### src/rtl/alu_pkg.sv
// Shared ALU constants: default datapath width and the flag compare patterns.
package alu_pkg;

    localparam int unsigned ALU_WIDTH = 32;

    localparam logic [ALU_WIDTH-1:0] ALU_ZERO = '0;
    localparam logic [ALU_WIDTH-1:0] ALU_ONES = '1;

endpackage

### src/rtl/or_32_if.sv
// Operand/result bundle for the OR unit; master drives operands, slave returns results.
interface or_32_if #(
    parameter int unsigned WIDTH = 32
);
    logic [WIDTH-1:0] Ra;
    logic [WIDTH-1:0] Rb;
    logic             en;
    logic [WIDTH-1:0] Rz;
    logic [WIDTH-1:0] Rz_q;
    logic             valid_q;
    logic             zero_q;
    logic             ones_q;

    modport master (
        output Ra, Rb, en,
        input  Rz, Rz_q, valid_q, zero_q, ones_q
    );

    modport slave (
        input  Ra, Rb, en,
        output Rz, Rz_q, valid_q, zero_q, ones_q
    );
endinterface

### src/rtl/or_bitwise.sv
// Combinational WIDTH-bit OR core, one gate per bit so the ALU can reuse it directly.
module or_bitwise
    import alu_pkg::*;
#(
    parameter int unsigned WIDTH = ALU_WIDTH
) (
    input  logic [WIDTH-1:0] a,
    input  logic [WIDTH-1:0] b,
    output logic [WIDTH-1:0] y
);

    for (genvar i = 0; i < WIDTH; i++) begin : g_bit
        assign y[i] = a[i] | b[i];
    end

endmodule

### src/rtl/or_32.sv
// ALU OR unit: zero-latency Rz for the result mux plus a captured copy with zero/ones flags.
module or_32
    import alu_pkg::*;
#(
    parameter int unsigned WIDTH = ALU_WIDTH
) (
    input  logic    clock,
    input  logic    reset,
    or_32_if.slave  bus
);

    logic [WIDTH-1:0] rz;
    logic             is_zero;
    logic             is_ones;

    or_bitwise #(
        .WIDTH (WIDTH)
    ) u_or (
        .a (bus.Ra),
        .b (bus.Rb),
        .y (rz)
    );

    assign bus.Rz = rz;

    // Package patterns cover the native width; other widths fall back to reductions.
    if (WIDTH == ALU_WIDTH) begin : g_flag_const
        assign is_zero = (rz == ALU_ZERO);
        assign is_ones = (rz == ALU_ONES);
    end else begin : g_flag_reduce
        assign is_zero = ~|rz;
        assign is_ones = &rz;
    end

    always_ff @(posedge clock) begin
        if (reset) begin
            bus.Rz_q    <= '0;
            bus.valid_q <= 1'b0;
            bus.zero_q  <= 1'b0;
            bus.ones_q  <= 1'b0;
        end else if (bus.en) begin
            bus.Rz_q    <= rz;
            bus.valid_q <= 1'b1;
            bus.zero_q  <= is_zero;
            bus.ones_q  <= is_ones;
        end
    end

endmodule

### src/flat_wrapper.sv
// flat-port wrapper written by rule: the top's interface ports become plain ports
module or_32_flat import alu_pkg::*;
#(
    parameter int unsigned WIDTH = ALU_WIDTH
)
  (clock, reset, bus_Ra, bus_Rb, bus_en, bus_Rz, bus_Rz_q, bus_valid_q, bus_zero_q, bus_ones_q);
  or_32_if #(.WIDTH(WIDTH)) bus_i ();
  input  logic clock;
  input  logic reset;
  input wire logic [$bits(bus_i.Ra)-1:0] bus_Ra;
  input wire logic [$bits(bus_i.Rb)-1:0] bus_Rb;
  input wire logic [$bits(bus_i.en)-1:0] bus_en;
  output wire logic [$bits(bus_i.Rz)-1:0] bus_Rz;
  output wire logic [$bits(bus_i.Rz_q)-1:0] bus_Rz_q;
  output wire logic [$bits(bus_i.valid_q)-1:0] bus_valid_q;
  output wire logic [$bits(bus_i.zero_q)-1:0] bus_zero_q;
  output wire logic [$bits(bus_i.ones_q)-1:0] bus_ones_q;
  assign bus_i.Ra = bus_Ra;
  assign bus_i.Rb = bus_Rb;
  assign bus_i.en = bus_en;
  assign bus_Rz = bus_i.Rz;
  assign bus_Rz_q = bus_i.Rz_q;
  assign bus_valid_q = bus_i.valid_q;
  assign bus_zero_q = bus_i.zero_q;
  assign bus_ones_q = bus_i.ones_q;
  or_32 #(.WIDTH(WIDTH)) u_core (.clock(clock), .reset(reset), .bus(bus_i));
endmodule
### config.mk
export PLATFORM = sky130hd
export DESIGN_NAME = or_32_flat
export DESIGN_NICKNAME = d
export VERILOG_FILES = /design/src/rtl/alu_pkg.sv /design/src/rtl/or_32_if.sv /design/src/rtl/or_bitwise.sv /design/src/rtl/or_32.sv /design/src/flat_wrapper.sv
export SDC_FILE = /design/constraint.sdc
export NUM_CORES = 1
export LEC_CHECK = 0
export CAP_MARGIN = 20
export CORE_UTILIZATION = 34
export DETAILED_ROUTE_END_ITERATION = 6
export PLACE_DENSITY = 0.85
export SLEW_MARGIN = 0
export SYNTH_ARGS = -nofsm -noshare
export SYNTH_HDL_FRONTEND = slang
export SYNTH_SLANG_ARGS = --single-unit
### constraint.sdc
create_clock -name clock -period 1.4 [get_ports clock]
set_input_delay 0.14 -clock clock [delete_from_list [all_inputs] [get_ports clock]]
set_output_delay 0.14 -clock clock [all_outputs]
set_load 0.05 [all_outputs]
# Yosys cells after proc, flatten, opt, wreduce, memory -nomap -nowiden
# Index checks and enable logic that the tools add are counted.
[word_totals] reg_bits=35 input_bits=67 wordCells=38
[op_classes] n_eq_ne=1 bitwise_logic=32 n_reduce_logical=1
[op_table] op="32-bit equality test, second input constant" count=1
[op_table] op="32-bit logical NOT" count=1
[op_table] op="1-bit OR" count=32

# Logic depth before layout (Yosys ltp)
[logic_depth] ltp_word=2 mapped_depth=5 mapped_depth_nobuf=5

# Hierarchy
# A second synthesis with hierarchy kept.
[unflattened] cells_unflattened=166 area_unflattened_um2=1561.5
[modules_own_cells] mod="or_32" n_inst=1 cells_per_inst=134 area_each_um2=1361.3
[modules_own_cells] mod="or_bitwise" n_inst=1 cells_per_inst=32 area_each_um2=200.2

# Worst setup path before layout
# Ideal clock, no wire load.
[synth_path] path_kind="in2reg" start="input bus_Rb[6]" end="register u_core.bus.zero_q" arrival_ns=1.003 t_required_ns=1.340 setup_slack_ns=0.337 cell_stages=5 path_buffers=0 cell_sequence="nor2_1 -> inv_1 -> nor4b_1 -> nand3_1 -> nand2_1"
[synth_between] elab_chain_cells=2
[synth_rtl] element="start: declaration" line_no="flat_wrapper.sv:11" text="input wire logic [$bits(bus_i.Rb)-1:0] bus_Rb;"
[synth_rtl] element="1-bit OR" line_no="or_bitwise.sv:13" text="assign y[i] = a[i] | b[i];"
[synth_rtl] element="via bus_Rz[6]" line_no="flat_wrapper.sv:13" text="output wire logic [$bits(bus_i.Rz)-1:0] bus_Rz;"
[synth_rtl] element="32-bit logical NOT" line_no="or_32.sv:28" text="assign is_zero = (rz == ALU_ZERO);"
[synth_rtl] element="end signal: assignment" line_no="or_32.sv:44" text="bus.zero_q <= is_zero;"
[synth_rtl] element="end: declaration" line_no="or_32_if.sv:21" text="output Rz, Rz_q, valid_q, zero_q, ones_q"
# The timed path passes the listed nets, and every way through them passes these cells.
# A chain may end at the register's enable or synchronous reset.

# Final worst setup path
[layout_path] start="input bus_Rb[19]" end="output bus_Rz[19]"
[layout_between] elab_chain_cells=1
[layout_rtl] element="1-bit OR" line_no="or_bitwise.sv:13"
[layout_rtl] element="end: declaration" line_no="flat_wrapper.sv:13"
# No other way between the ends.

==> summary by stage <==
Yosys
The net count after synthesis is between 200 and 300. Sequential elements use around 45% of the synthesized area. The synthesized netlist contains 17 unique library cells.

The Yosys warning count is 0. The top cell type by total area after synthesis is sky130_fd_sc_hd__dfxtp_1. The synthesized area is 1570 sq um. The mean instance size in the synthesized netlist is between 7 and 8 sq um. Sorting the synthesized cells by area gives the leading types as sky130_fd_sc_hd__dfxtp_1 45%, sky130_fd_sc_hd__a211oi_1 15%, sky130_fd_sc_hd__nor2_1 15%, sky130_fd_sc_hd__inv_1 7.7%, sky130_fd_sc_hd__nand4_1 3.6%. The area share of the largest cell type after synthesis is about 45%. Synthesis inferred 35 register bits. The synthesized instance count is slightly above 200.

Floorplanning
The number of primary I/O pins is approximately 130. The number of placement rows is 24. The floorplan die width is ~70 microns.

Measured along the y axis, the die boundary spans between 60 and 70 microns. The area of the core is between 4000 and 5000 sq um. The full die area is approximately 4900 sq um.

Once the floorplan was initialized, standard cells occupied between 30% and 40% of the core.

Power
The relative contribution of sequential cells to total power is a little under two fifths. The clock network burns 24.5% of the power. The highest ir drop seen on vdd is roughly 0.52 mV. In this run the power spent charging and discharging nets is between 1000 and 1500 uW.

The logic gate share of total power is 38.5%. The leakage dissipation is 0.00141 uW. Of the total power, the share spent switching nets is 35.7%. The internal power of the cells is between 1500 and 2000 uW. Dividing total power by cell area gives a power density of approximately 940 nW/um^2.

Timing
The transition time at the pin with the least slew margin is about 360 ps. In this run the tightest slew margin relative to its limit is ~76%. The number of pins exceeding their max-slew limit in the final report is 0. Setup repair after global routing left no endpoint under its margin.

The final hold violation count is 0. The final critical-path required period is ~1300 ps. After layout, the worst path uses 93.7% of the clock period. The worst clock skew is 0 ps. The maximum frequency from static timing analysis is ~760 MHz. The final setup violation count is 0.

Worst setup path
The startpoint of the worst setup timing path is bus_Rb[19]. The endpoint required time on the critical path is approximately 1300 ps. The type of element capturing the critical path is a primary output. The worst setup path is launched from an input port. The library cell appearing most often on the critical path is sky130_fd_sc_hd__buf_4. The data arrival time of the critical path is 1170 ps.

The largest stage delay on the critical path is approximately 400 ps. The signal on the critical path passes through clkdlybuf4s50_1 -> nor2_1 -> buf_4 -> inv_1 -> buf_4. The critical path in this run is classified as in2out.

The critical-path maximum fanout is 3. The slowest cell on the critical path is sky130_fd_sc_hd__clkdlybuf4s50_1. The reg-to-reg startpoint is u_core.bus.Rz_q[27]$_SDFFE_PP0P_.

Clock network
For the worst-skew pair, the clock arrives at the later sink with an insertion delay of ~280 ps. The buffers inserted during post-CTS setup optimization is 0. For this design, the sink count on the clock tree is 35. The CTS clock-pin slew for the worst setup and hold paths is roughly 70 ps. The H-tree was split into 2 levels. CTS placed an instance of sky130_fd_sc_hd__clkbuf_8 at the clock tree root. Hold repair after CTS inserted 0 buffers. The clock tree buffer depth is 2.

Buffers inserted during clock tree synthesis total 5. TritonCTS built the clock tree.

Global route
The via count of the first global-routing pass came to around 1900. The first global-routing pass estimated 8450 microns of wire. The global router's overall resource usage is 21.7%. The remaining global-route overflow is 0. The number of antenna violations at the first check in global routing is 0. Entering global routing, the biggest net connects 47 pins.

Final layout
Summing all multi-input logic gate instances after layout gives slightly below 700 sq um. The growth of design area from synthesis to finish is 103%. Counting the fill cells in the layout gives 351.

The finished layout holds around 420 standard cells, fillers aside. The layout cell share with drive strength beyond 1 is between 30% and 40%. The total area of sequential cells is around 700 sq um. The number of antenna diodes in the final layout is 0. In the layout the commonest cells are 92 x sky130_fd_sc_hd__buf_4, 65 x sky130_fd_sc_hd__clkdlybuf4s50_1, 61 x sky130_fd_sc_hd__nor2_1, 35 x sky130_fd_sc_hd__dfxtp_1. The net count of the finished layout is approximately 430. The library cell used most frequently in the layout, excluding fill and tap cells, is sky130_fd_sc_hd__buf_4. The final core utilization is 72.4%.

Detailed routing
The detailed-router iteration count before antenna repair is 4. The overall via count from detail_route is approximately 2000. Dividing the detail-routed via count by the number of cells gives around 4.7.

The detail route stage leaves a number of antenna-violating nets equal to 0. The detailed router finished its first iteration with 55 violations. After detailed routing, the average wire length per cell comes to 12.7 microns. The final layout contains routed wiring with a total length of around 5300 microns.

The final routed DRC violation total is 0.

Place
The count of buffers added on input and output ports is 133. The congestion estimate from routability-driven global placement came to 0.822. The cell total after placement is between 400 and 500.

The half-perimeter wire length after placement is ~4300 microns.

Job
The count of maximum capacitance violations is 0.

Worst hold path
The path class of the lowest-slack min-delay path is in2reg. The start point of the worst hold path is bus_en.

Run status
The flow ran to the end, and the final reports show no timing, DRC or antenna violations.
==> metal layers <==
layer,vias up,GRT usage (%),part of all wire [%]
met1,868,23.1,38
met5,-,0,0
li1,1005,-,-
met2,92,40.0,52
met3,11,7.50,8.5
met4,0,6.22,1.5
==> cells by family after synthesis <==
kind of cell / synth area share, %
simple gates: 28.3
compound gates: 15.8
flops: 44.7
buf+inv: 11.2
==> cell usage after synthesis <==
cell type	n
sky130_fd_sc_hd__nor3_1	1
sky130_fd_sc_hd__nor4_2	3
sky130_fd_sc_hd__buf_4	1
sky130_fd_sc_hd__nor2_2	6
sky130_fd_sc_hd__a211oi_1	32
sky130_fd_sc_hd__nor2_1	62
sky130_fd_sc_hd__nor3_2	1
sky130_fd_sc_hd__o21a_1	1
sky130_fd_sc_hd__nand3_1	2
sky130_fd_sc_hd__buf_2	5
sky130_fd_sc_hd__nor4b_1	1
sky130_fd_sc_hd__nand4_1	9
sky130_fd_sc_hd__dfxtp_1	35
sky130_fd_sc_hd__clkbuf_1	6
sky130_fd_sc_hd__nand2_1	2
sky130_fd_sc_hd__nor4_1	6
sky130_fd_sc_hd__inv_1	32
==> critical path, delay by kind of cell <==
family                 cells  cell delay [ps]
and+or+nand+nor            1              250
buffers and inverters      4              780
==> final cells by class <==
cell class,count,area share (%)
clock buffer,6,2.60
clock inverter,1,0.158
inverter,32,3.79
multi-input combinational,126,21.8
sequential,35,22.1
tap,52,2.05
timing repair buffer,166,47.5
==> state kept, by name (all words and copies together) (netlist names) <==
signal,cells
u_core.bus.Rz_q,32
u_core.bus.ones_q,1
u_core.bus.valid_q,1
u_core.bus.zero_q,1
==> stage by stage <==
stage | TNS [ps] | worst slack (ps) | power, uW | area, sq um | hold WS, ps
floorplan | 0 | 337 | 1760 | 1570 | 408
global placement | -335 | -173 | 2270 | 3080 | 439
detailed placement | -335 | -171 | 2290 | 3080 | 438
CTS | 0 | 39.7 | 3020 | 3170 | 267
global route | 0 | 7.90 | 3120 | 3170 | 276
finish | 0 | 88.4 | 2990 | 3170 | 272
==> worst paths after layout <==
check	to	slack (ps)	cells past startpoint
min reg2reg	u_core.bus.zero_q$_SDFFE_PP0P_	450	2
max reg2reg	u_core.bus.Rz_q[27]$_SDFFE_PP0P_	690	2
max	bus_Rz[19]	90	5
min	u_core.bus.zero_q$_SDFFE_PP0P_	270	4
==> what timing repair did <==
| item | in CTS | in global routing |
|---|---|---|
| resized for setup | 0 | 1 |
| endpoints found under the setup margin | 0 | 1 |
| endpoints found under the hold margin | 0 | 0 |
==> power groups by stage <==
| stage | Combinational (uW) | Sequential [uW] | Clock (uW) |
|---|---|---|---|
| 6_report | 1150 | 1110 | 735 |
| 5_1_grt | 1210 | 1120 | 793 |
| 4_1_cts | 1160 | 1110 | 757 |
| 3_5_place_dp | 1160 | 1130 | 0 |
| 3_3_place_gp | 1140 | 1130 | 0 |
| 2_1_floorplan | 372 | 1380 | 0 |
No activity file was read; power rests on OpenSTA's default activity.
